File: src/rtl/imem_loader.sv
// Byte-stream instruction-memory loader: word count, MSB-first words, optional XOR checksum.
// Checksum byte and CHECK state exist only when IMEM_LOADER_CHECKSUM_EN is defined.
module imem_loader #(
  parameter logic [31:0] ADDR_BASE = 32'h0000_0000,
  parameter int unsigned MAX_WORDS = 256
) (
  input  logic        clock,
  input  logic        reset,
  input  logic        start,
  input  logic        rx_valid,
  input  logic [7:0]  rx_data,
  output logic        rx_ready,
  output logic        mem_we,
  output logic [31:0] mem_addr,
  output logic [31:0] mem_wdata,
  output logic        cpu_reset,
  output logic        busy,
  output logic        done,
  output logic        error
);

  typedef enum logic [2:0] {
    S_IDLE,
    S_CNT_HI,
    S_CNT_LO,
    S_DATA,
`ifdef IMEM_LOADER_CHECKSUM_EN
    S_CHECK,
`endif
    S_DONE,
    S_ERROR
  } state_t;

`ifdef IMEM_LOADER_CHECKSUM_EN
  localparam state_t S_END = S_CHECK;
`else
  localparam state_t S_END = S_DONE;
`endif

  localparam logic [31:0] MAX_W = 32'(MAX_WORDS);

  state_t      state_q, state_d;
  logic [15:0] count_q, count_d;
  logic [15:0] widx_q, widx_d;
  logic [1:0]  bcnt_q, bcnt_d;
  logic [23:0] asm_q, asm_d;
  logic        we_q, we_d;
  logic [31:0] addr_q, addr_d;
  logic [31:0] wdata_q, wdata_d;
`ifdef IMEM_LOADER_CHECKSUM_EN
  logic [7:0]  csum_q, csum_d;
`endif

  logic        xfer;
  logic [15:0] n_rx;

  always_comb begin
    rx_ready  = (state_q == S_CNT_HI) || (state_q == S_CNT_LO) || (state_q == S_DATA)
`ifdef IMEM_LOADER_CHECKSUM_EN
                || (state_q == S_CHECK)
`endif
                ;
    busy      = rx_ready;
    done      = (state_q == S_DONE);
    error     = (state_q == S_ERROR);
    cpu_reset = (state_q != S_DONE);
    mem_we    = we_q;
    mem_addr  = addr_q;
    mem_wdata = wdata_q;
  end

  assign xfer = rx_valid && rx_ready;
  assign n_rx = {count_q[15:8], rx_data};

  always_comb begin
    state_d = state_q;
    count_d = count_q;
    widx_d  = widx_q;
    bcnt_d  = bcnt_q;
    asm_d   = asm_q;
    we_d    = 1'b0;
    addr_d  = addr_q;
    wdata_d = wdata_q;
`ifdef IMEM_LOADER_CHECKSUM_EN
    csum_d  = csum_q;
    if (xfer) csum_d = csum_q ^ rx_data;
`endif
    case (state_q)
      S_IDLE, S_DONE, S_ERROR: begin
        if (start) begin
          state_d = S_CNT_HI;
          count_d = '0;
          widx_d  = '0;
          bcnt_d  = '0;
          asm_d   = '0;
`ifdef IMEM_LOADER_CHECKSUM_EN
          csum_d  = '0;
`endif
        end
      end
      S_CNT_HI: begin
        if (xfer) begin
          count_d[15:8] = rx_data;
          state_d       = S_CNT_LO;
        end
      end
      S_CNT_LO: begin
        if (xfer) begin
          count_d[7:0] = rx_data;
          if (n_rx == 16'd0)               state_d = S_END;
          else if ({16'd0, n_rx} > MAX_W)  state_d = S_ERROR;
          else                             state_d = S_DATA;
        end
      end
      S_DATA: begin
        if (xfer) begin
          bcnt_d = bcnt_q + 2'd1;
          asm_d  = {asm_q[15:0], rx_data};
          if (bcnt_q == 2'd3) begin
            // Strobe is registered, so it lands in the cycle after the 4th byte.
            we_d    = 1'b1;
            wdata_d = {asm_q, rx_data};
            addr_d  = ADDR_BASE + {14'd0, widx_q, 2'b00};
            widx_d  = widx_q + 16'd1;
            if (widx_q == count_q - 16'd1) state_d = S_END;
          end
        end
      end
`ifdef IMEM_LOADER_CHECKSUM_EN
      S_CHECK: begin
        if (xfer) state_d = (rx_data == csum_q) ? S_DONE : S_ERROR;
      end
`endif
      default: state_d = S_IDLE;
    endcase
  end

  always_ff @(posedge clock) begin
    if (!reset) begin
      state_q <= S_IDLE;
      count_q <= '0;
      widx_q  <= '0;
      bcnt_q  <= '0;
      asm_q   <= '0;
      we_q    <= 1'b0;
      addr_q  <= ADDR_BASE;
      wdata_q <= '0;
`ifdef IMEM_LOADER_CHECKSUM_EN
      csum_q  <= '0;
`endif
    end else begin
      state_q <= state_d;
      count_q <= count_d;
      widx_q  <= widx_d;
      bcnt_q  <= bcnt_d;
      asm_q   <= asm_d;
      we_q    <= we_d;
      addr_q  <= addr_d;
      wdata_q <= wdata_d;
`ifdef IMEM_LOADER_CHECKSUM_EN
      csum_q  <= csum_d;
`endif
    end
  end

endmodule

File: config.mk
export PLATFORM = sky130hd
export DESIGN_NAME = imem_loader
export DESIGN_NICKNAME = d
export VERILOG_FILES = /design/src/rtl/imem_loader.sv
export SDC_FILE = /design/constraint.sdc
export NUM_CORES = 1
export LEC_CHECK = 0
export BUFFER_PORTS_ARGS = -buffer_cell sky130_fd_sc_hd__buf_2
export CAP_MARGIN = 0
export CORE_MARGIN = 2
export CORE_UTILIZATION = 43
export CTS_BUF_LIST = sky130_fd_sc_hd__clkbuf_8
export DETAILED_ROUTE_END_ITERATION = 10
export GPL_TIMING_DRIVEN = 0
export HOLD_SLACK_MARGIN = 0.03
export PLACE_DENSITY_LB_ADDON = 0.08
export SLEW_MARGIN = 20
export SYNTH_ARGS = -nofsm -noshare
export SYNTH_HDL_FRONTEND = slang
export SYNTH_SLANG_ARGS = --single-unit
File: constraint.sdc
create_clock -name clock -period 3 [get_ports clock]
set_input_delay 0 -clock clock [delete_from_list [all_inputs] [get_ports clock]]
set_output_delay 0 -clock clock [all_outputs]
set_load 0.1 [all_outputs]
# Word-level counts from Yosys, hierarchy flattened
# Cells that the tools add are included.
[totals]
regBits = 110
out_inout_bits = 70
elab_cells = 66
inputBits = 12
[classes]
n_reduce_logical = 16
n_mux = 23
n_eq_ne = 14
order_cmp = 1
addsub = 3
[op_table]
columns = ["operator", "n"]
rows = [
  ["2-to-1 mux 16 bit", 3],
  ["2-to-1 mux 24 bit", 2],
  ["one-hot mux 24 bit (2 select lines)", 1],
  ["one-hot mux 16 bit (2 select lines)", 1],
  ["one-hot mux 8 bit (2 select lines)", 2],
  ["2-to-1 mux 3 bit", 8],
  ["adder 16 x 1 -> 16 bit, second input constant", 1],
  ["equality test 16 bit", 1],
  ["greater-than comparator 16 x 9 -> 1 bit, second input constant", 1],
  ["logical NOT 16 bit", 1],
  ["subtractor 16 x 1 -> 16 bit, second input constant", 1],
  ["AND reduction 3 bit", 5],
  ["one-hot mux 3 bit (4 select lines)", 1],
  ["2-to-1 mux 8 bit", 1],
  ["inequality test 2 bit, second input constant", 4],
  ["equality test 3 x 2 -> 1 bit, second input constant", 2],
  ["equality test 3 bit, second input constant", 2],
  ["AND reduction 6 bit", 1],
  ["nonzero test 2 bit", 3],
  ["2-to-1 mux 2 bit", 2],
  ["inequality test 2 x 1 -> 1 bit, second input constant", 2],
  ["one-hot mux 2 bit (2 select lines)", 1],
  ["AND reduction 4 bit", 1],
  ["equality test 3 x 1 -> 1 bit, second input constant", 1],
  ["8 further kinds", 9],
]

# Depth between registers and ports, before layout
# Gate-level depths: netlist (run 1).
[depth]
word_depth = 6
mapped_depth = 8
depth_no_buf = 8

# Least setup slack after synthesis (run 1)
# OpenSTA, ideal clock, no wires.
[synth_timing]
kind = "register to output"
start = "register state_q[1]"
end = "output port error"
path_buffers = 2
arrival_ns = 2.878
stages_incl_launch_ff = 4
t_required_ns = 3.000
slack_ns = 0.122
cell_sequence = "dfxtp_1 -> clkbuf_1 -> clkbuf_1 -> nor3b_1"
[synth_via]
elab_chain_len = 1
[synth_rtl]
columns = ["element", "line_no", "rtl"]
rows = [
  ["from (decl)", "42", "state_t state_q, state_d;"],
  ["from (signal assigned)", "152", "state_q <= state_d;"],
  ["equality test 3 bit", "65", "error = (state_q == S_ERROR);"],
  ["to (decl)", "19", "output logic error"],
]
# Every way passes these cells.

# Final worst setup path (run 1)
[layout_timing]
start = "register state_q[1]"
end = "register wdata_q[6], in the netlist mem_wdata[6]"
[layout_via]
elab_chain_len = 5
elab_cells_between_ends = 7
cone_classes = "eq/ne (3); reduce/logical (4)"
[layout_rtl]
columns = ["element", "line_no", "rtl"]
rows = [
  ["equality test 3 x 1 -> 1 bit / equality test 3 x 2 -> 1 bit (equally long branches)", "58", "rx_ready = (state_q == S_CNT_HI) || (state_q == S_CNT_LO) || (state_q == S_DATA)"],
  ["logical OR 1 bit (2 in series)", "58", ""],
  ["logical AND 1 bit", "72", "assign xfer = rx_valid && rx_ready;"],
  ["AND reduction 3 bit (no source line) *", "--", ""],
  ["to (signal assigned)", "159", "wdata_q <= wdata_d;"],
  ["to (decl)", "49", "logic [31:0] wdata_q, wdata_d;"],
]
# Every way passes the cells marked *; elsewhere a longest branch is shown, timed or not.
# A chain may end at the register's enable or synchronous reset.

==> metrics, run 1 <==
clock skew=0.0135 ns; dominant synthesized flop cell=dfxtp_1; Worst Tran Pin Value=1.10 ns; Post-synth ARST share=0%; Sequential Power Share=41.6%; CTS tree=yes; WHS=0.0747 ns; drt first pass iters=8; sequential area share after synthesis=42.9%; H-tree levels=3; Yosys top cell area share=between 40% and 50%; unrepaired setup endpoints after global routing=no; Post-Synthesis Cells=616; P_leak=0.00234 µW; Die Ht=between 100 and 150 µm; count leader, synth=nand2_1; CP startpoint kind=flip-flop; total power=3710 µW; EDFF count, synth=0; hold path depth=2; met1 Track Usage GR=29.6%; synth warn=0; gpl congestion=0.853; Fin. Hold Viols=0; FF/Latch Area=2200 µm²; crit path DAT=approximately 3 ns; Max Freq=0.377 GHz; status=complete, but fails checks; drc violations=9; Skew-Pair Late Insertion Delay=slightly below 0.4 ns; ANT cells=0; internal power=2230 µW; WP data required=around 3.3 ns; Setup TNS=0 ns; Die X=approximately 110 µm; Clock power frac=23.1%; Mapped Area=5130 µm²; all-layer global routing usage=between 20 and 25%; gr ovfl total=0; top cells by area, synth=dfxtp_1 43%, nand2_1 10%, a21boi_0 9.5%; postcts setup bufs=0; multi-input logic area=~2700 µm²; Slew headroom=26.3%; critical path peak fanout=10; vias in the first global route=4103; Synth cell types=56; drt wl/cell=14.8 µm; final net count=between 700 and 800; Top Ports=82; Hold Crit Start=reset; die area=around 13000 µm²; Peak VDD IR=0.259 mV; Initial Util=44.5%; Post-DP HPWL=between 9000 and 10000 µm; Crit Path Class=flip-flop to flip-flop; total of max-cap violations=0; Non-Filler Instances=867; Routed WL=around 13000 µm; vias=4507; Sw Ratio=39.8%; core box area=11500 µm²; met3 Use GR=3.91%; busiest layer in global routing=met2; R2R cell count=9; failing checks=DRC; # clock sinks=110; Max Transition Viols Final=0; HP Class=input port to flip-flop; FF+latch count, synth=110; DRT iter0 DRCs=about 240; first-pass GRT wire length=20700 µm; Net Sw Power=approximately 1500 µW; CP Launch Point=state_q[1]; pwr dens=618 nW/µm²; Placed Cells=838; area grow syn2layout=17.0%; detailed-route vias per instance=5.20; initial antenna violation count=0; Num CTS Buffers=9; layout cells sized above 1=between 10% and 20%; Clock Tree Buf Depth=2; area leader, netlist=dfxtp_1; final critical-path share of the clock period=about nine tenths; met2 GRT Util=30.5%; syn_area_per_cell=between 8 and 9 µm²; reg-to-reg critical path startpoint=state_q[1]; Synth top cells by count=139 x nand2_1, 110 x dfxtp_1, 65 x a21boi_0; Final Setup Violations=0; FP Rows=39; Period minus WS final=about 2.7 ns; pin count of the biggest net entering global routing=19; fill cell count=roughly 1100; clock root cell=clkbuf_8; Post-DRT Antenna Nets=0; Comb pwr share=35.2%; clock-pin slew on the worst setup and hold paths=about 0.11 ns; Port Buffers=64; Critical Path Sink Type=flip-flop
worst paths after layout:
check,endpoint,slack (ns)
min,bcnt_q[1],0.07
max,mem_wdata[6],0.35
max reg2reg,mem_wdata[6],0.35
min reg2reg,asm_q[16],0.46
metrics by stage:
| stage | utilization (%) | setup WS [ns] | cell area (µm²) |
|---|---|---|---|
| floorplan | - | 0.122 | 5180 |
| detailed placement | 49.3 | 0.561 | 5680 |
| global route | 52.1 | 0.147 | 6000 |
| finish | 52.1 | 0.346 | 6000 |
| global placement | 49.3 | 0.638 | 5680 |
| CTS | 52.1 | 0.157 | 6000 |
sequential cells by signal, summed over array words and instances (netlist names):
register   count
mem_we         1
mem_wdata     32
state_q        3
asm_q         24
widx_q        16
count_q       16
mem_addr      16
bcnt_q         2
per-layer routing:
metal / up-vias / share of wire [%]
li1: 2265 / -
met1: 2092 / 51
met2: 140 / 42
met3: 10 / 5.8
met4: 0 / 1.2
met5: - / 0
power by group through the flow:
stage                     logic [µW]  clock network [µW]  registers, µW
after CTS                       1300                 875           1540
after global routing            1420                 942           1550
after global placement          1260                   0           1580
after floorplan                 1050                   0           1570
after detailed placement        1280                   0           1580
final                           1310                 858           1540
cell usage in the layout (no fill, tap or decap), types with 16 or more instances in the layout:
cell and n:
nand2_1 139, nand3_1 44, nor2_1 29, conb_1 16
buf_2 67, clkbuf_1 35, nor2b_1 18, buf_4 17
dfxtp_1 110, xor2_1 17, a21boi_0 65, xnor2_1 18
a21boi_1 17
area by class of cell:
class,instances,share of cell area [%]
Clock inverter,6,0.751
Tap cell,143,2.98
Multi-Input combinational cell,455,44.3
Inverter,7,0.438
Timing Repair Buffer,77,7.51
Buffer,59,4.99
Sequential cell,110,36.7
Clock buffer,10,2.29
cell families (layout without fill, tap and decap cells):
logic type | Yosys count | after routing | synth area share (%)
muxes | 2 | 2 | 0.390
other | 1 | 16 | 0.0731
adders and majority gates | 3 | 3 | 0.732
buffers and inverters | 66 | 159 | 6.30
AOI/OAI and AO/OA | 118 | 118 | 17.1
xor gates and xnor gates | 35 | 35 | 5.98
and+or+nand+nor | 281 | 281 | 26.5
DFF | 110 | 110 | 42.9
critical path, cell delays in order, from the launching register on:
cell and delay, ns:
dfxtp_1 0.32, clkbuf_1 0.30, and3b_1 0.21, buf_2 0.22, and3_1 0.18, clkbuf_1 0.26, clkbuf_2 0.30, nand2_1 0.09
a21boi_0 0.16, dlygate4sd3_1 0.57
what timing repair did:
item                       CTS  global route
hold endpoints to repair    59             0
resized for setup            0             4
hold buffers                13             0
setup endpoints to repair    0             2
No activity file was read; power rests on OpenSTA's default activity.
==> run 2, diff against run 1 <==
- HOLD_SLACK_MARGIN: 0.03 -> unset
- REMOVE_ABC_BUFFERS: unset -> 1
==> run 2 against run 1 <==
Net effect: the flow still finishes with violations (DRC); fmax is 4.6% lower; sequential share of layout area is 1.7 points higher; die area unchanged; sequential power is 3% higher; critical path type unchanged; critical endpoint is now widx_q[13].
==> metrics, run 2 (synthesized netlist as in run 1, its figures left out) <==
status=complete, but fails checks; failing checks=DRC; Peak VDD IR=about 0.45 mV; hold path depth=4; Skew-Pair Late Insertion Delay=0.39 ns; Final Setup Violations=0; clock-pin slew on the worst setup and hold paths=roughly 0.1 ns; Routed WL=11200 µm; all-layer global routing usage=17.8%; internal power=2320 µW; pin count of the biggest net entering global routing=98; Sequential Power Share=42.3%; unrepaired setup endpoints after global routing=no; die area=approximately 13000 µm²; drt wl/cell=13.9 µm; Net Sw Power=1440 µW; Worst R2R Setup Slack=0.22 ns; Slew headroom=35.6%; Setup TNS=0 ns; Post-DP HPWL=7460 µm; Die Ht=around 110 µm; Top Ports=82; commonest non-fill, non-tap cell in the layout=nand2_1; final critical-path share of the clock period=slightly above 90%; clock root cell=clkbuf_8; Num CTS Buffers=9; Clock power frac=26.4%; Clock Tree Buf Depth=2; DRT iter0 DRCs=181; H-tree levels=3; Crit Path Class=flip-flop to flip-flop; Worst Tran Pin Value=roughly 0.97 ns; most frequent cells in the layout=139 x nand2_1, 110 x dfxtp_1, 65 x a21boi_0; vias in the first global route=3871; Die X=113 µm; CP Launch Point=state_q[1]; fill cell count=1158; Max Freq=0.359 GHz; HP Class=input port to flip-flop; R2R cell count=6; worst setup margin=roughly 0.22 ns; layout cells sized above 1=roughly 15%; Comb pwr share=between 30% and 40%; reg-to-reg critical path startpoint=state_q[1]; Critical Path Sink Type=flip-flop; detailed-route vias per instance=~5.2; drt first pass iters=7; WHS=between 0.06 and 0.07 ns; P_leak=between 0.002 and 0.0025 µW; gpl congestion=0.859; area grow syn2layout=11.9%; first-pass GRT wire length=18500 µm; fin util=49.8%; Sw Ratio=38.4%; critical path peak fanout=28; crit path DAT=3.05 ns; CP startpoint kind=flip-flop; Port Buffers=65; final net count=672; Post-DRT Antenna Nets=0; ANT cells=0; total of max-cap violations=0; worst r2r dst=widx_q[13]; Max Transition Viols Final=0; Initial Util=44.5%; # clock sinks=110; gr ovfl total=0; pre-CTS setup slack=-0.143 ns; max reg flops=32; crit path to=widx_q[13]; WP data required=3.26 ns; pwr dens=~660 nW/µm²; Fin. Hold Viols=0; initial antenna violation count=0; postcts setup bufs=0; clock skew=0.00951 ns; vias=4186; core box area=11500 µm²; FP Rows=39; CTS tree=yes; drc violations=6; Period minus WS final=approximately 2.8 ns
==> run 2: changes by cell type in the layout (fill, tap and decap cells not counted), moves of 2 or more <==
cell,previous run,this run
bufinv_16,0,2
buf_4,17,1
clkbuf_2,2,0
clkinvlp_4,3,1
dlygate4sd3_1,13,8
clkbuf_1,35,0
buf_2,67,64
==> run 2: layout make-up <==
class | count | area, µm² | share of cell area, %
Tap cell | 143 | 179 | 3.12
Inverter | 7 | 26.3 | 0.458
Timing Repair Buffer | 74 | 428 | 7.46
Clock buffer | 9 | 124 | 2.16
Sequential cell | 110 | 2200 | 38.4
Clock inverter | 7 | 97.6 | 1.70
Multi-Input combinational cell | 455 | 2680 | 46.7
==> run 2: power groups by stage <==
stage	combinational, µW	sequential [µW]	clock, µW
after floorplan	922	1600	0
after global placement	1140	1620	0
after detailed placement	1160	1620	0
after CTS	1170	1590	1050
after global routing	1270	1600	1090
final	1180	1590	994
==> run 2: layer usage <==
layer	global-route usage [%]	part of all wire, %	up-vias
met5	0	0	-
met4	8.70	2.7	0
met3	3.64	3.7	19
met2	28.9	46	83
met1	22.8	48	1951
li1	-	-	2133
==> run 2: worst min path at each step <==
stage,from,slack [ns],endpoint
6_report,start,0.07,state_q[1]
5_1_grt,start,0.10,state_q[1]
4_1_cts,start,0.05,state_q[1]
3_5_place_dp,rx_data[5],0.33,mem_wdata[5]
3_3_place_gp,rx_data[7],0.32,mem_wdata[7]
2_1_floorplan,reset,0.12,widx_q[0]
==> run 2: through the flow <==
step | total power [µW] | instances | area, µm²
finish | 3760 | 805 | 5740
floorplan | 2520 | 572 | 4890
detailed placement | 2780 | 781 | 5430
CTS | 3810 | 805 | 5730
global route | 3970 | 805 | 5740
global placement | 2760 | 780 | 5390
==> run 2: what timing repair did <==
| item | CTS | global route |
|---|---|---|
| endpoints found under the hold margin | 32 | 0 |
| resized for setup | 1 | 0 |
| hold buffers | 8 | 0 |
| setup endpoints to repair | 8 | 0 |
==> run 2: critical path, cell delays in order (launching register included) <==
cell	delay, ns
dfxtp_1	0.65
and3b_2	0.66
a32oi_1	0.47
nor4_2	0.52
nand3_1	0.14
xor2_1	0.16
nor2_1	0.05
==> run 3, diff against run 2 <==
- CORE_MARGIN: 2 -> 5
- CTS_BUF_LIST: sky130_fd_sc_hd__clkbuf_8 -> unset
==> run 3 against run 2 <==
Net effect: the flow now finishes without violations; register-to-register slack improved by 0.06 ns; count of clock-buffer cells in the layout increased by 1; utilization increased by 0.69 points; via count increased by 0.26%; combinational power about the same; cell count increased by 0.12%; flip-flop and latch count unchanged; sequential power about the same; largest cell class unchanged.
==> metrics, run 3 (synthesized netlist as in run 1, its figures left out) <==
status=finished, final reports clean; reg-to-reg critical path startpoint=state_q[1]; drt first pass iters=4; WP data required=3.22 ns; clock-pin slew on the worst setup and hold paths=0.07 ns; initial antenna violation count=0; H-tree levels=3; met3 Use GR=3.41%; commonest non-fill, non-tap cell in the layout=nand2_1; core box area=11600 µm²; critical path peak fanout=28; Post-DRT Antenna Nets=0; met2 GRT Util=27.6%; pin count of the biggest net entering global routing=between 90 and 100; placed inst area=between 5000 and 6000 µm²; unrepaired setup endpoints after global routing=no; Clock Tree Buf Depth=2; Post-DP HPWL=7920 µm; Die X=119 µm; Routed WL=11600 µm; Num CTS Buffers=9; Worst Tran Pin Value=0.986 ns; CTS tree=yes; Peak VDD IR=0.322 mV; detailed-route vias per instance=5.21; drt wl/cell=14.4 µm; max reg flops=32; layout cells sized above 1=around 15%; Max Freq=0.367 GHz; vias in the first global route=4003; area grow syn2layout=13.9%; cell area after layout=about 5800 µm²; clock skew=0.00671 ns; biggest cell delay along the critical path=0.65 ns; Top Ports=82; P_leak=approximately 0.0022 µW; Final Setup Violations=0; HP Class=input port to flip-flop; crit path DAT=just under 3 ns; Crit Path Class=flip-flop to flip-flop; WHS=0.119 ns; CP Launch Point=state_q[1]; CP startpoint kind=flip-flop; Die Ht=119 µm; final critical-path share of the clock period=between 90% and 100%; Hold Crit Start=start; FP Rows=39; CP cell instances=and3b_2 > a32oi_1 > nor4_2 > nand3_1 > xor2_1 > nor2_1; total of max-cap violations=0; most frequent cells in the layout=139 x nand2_1, 110 x dfxtp_1, 65 x a21boi_0; drc violations=0; all-layer global routing usage=16.8%; gr ovfl total=0; # clock sinks=110; vias=~4200; postcts setup bufs=0; Max Transition Viols Final=0; Skew-Pair Late Insertion Delay=about 0.35 ns; Critical Path Sink Type=flip-flop; Fin. Hold Viols=0; Period minus WS final=between 2 and 3 ns; Initial Util=44.3%; die area=between 10000 and 15000 µm²; gpl congestion=0.824; final net count=about 670; clock root cell=clkbuf_16; crit path max-delay cell type=dfxtp_1; DRT iter0 DRCs=207; first-pass GRT wire length=19700 µm; Slew headroom=between 30% and 40%; busiest layer in global routing=met2; pwr dens=about 680 nW/µm²; ANT cells=0; Port Buffers=65; met1 Track Usage GR=21.9%; total power=3990 µW
==> run 3: metrics by stage <==
stage | utilization (%) | setup WS, ns | TNS, ns | cells
after global placement | 46.6 | -0.960 | -39.26 | 780
final | 50.5 | 0.274 | 0 | 806
after global routing | 50.5 | 0.0255 | 0 | 806
after floorplan | - | -0.555 | -0.736 | 572
after detailed placement | 47.1 | -0.107 | -0.376 | 782
after CTS | 50.4 | 0.273 | 0 | 806
==> run 3: metal layers <==
metal | vias to the layer above | share of wire [%] | wire (µm)
li1 | 2141 | - | -
met1 | 1962 | 48 | 5640
met2 | 82 | 46 | 5370
met3 | 12 | 3.9 | 458
met4 | 0 | 1.5 | 174
met5 | - | 0 | 0
==> run 3: worst paths after layout <==
check	end	slack (ns)	cells past startpoint
hold / removal	state_q[1]	0.12	4
hold reg to reg	mem_wdata[27]	0.45	2
setup / recovery	widx_q[15]	0.27	6
setup reg to reg	widx_q[15]	0.27	6
==> run 3: final cells by class <==
type                       instances  area [µm²]
tap                              143         179
inverter                           7        26.3
clock inverter                     6        66.3
sequential                       110        2200
fill                            1161        5730
multi-input combinational        455        2670
timing repair buffer              75         455
clock buffer                      10         239
==> run 3: power breakdown <==
part | switching, µW | internal, µW | leakage [µW]
Combinational | 816 | 339 | 0.00120
Clock | 565 | 678 | 0.000154
Sequential | 89.6 | 1500 | 0.000887
Total | 1470 | 2520 | 0.00224
==> run 3: critical path: cells and delay by family (launching register included) <==
family	cells	cell delay, ns
and+or+nand+nor	4	1.36
xor gates and xnor gates	1	0.15
DFF	1	0.65
AOI/OAI and AO/OA	1	0.44
==> run 3: repair_timing <==
item,in CTS,in global routing
setup endpoints to repair,6,0
hold buffers,8,0
gates resized for setup,1,0
hold endpoints to repair,24,0
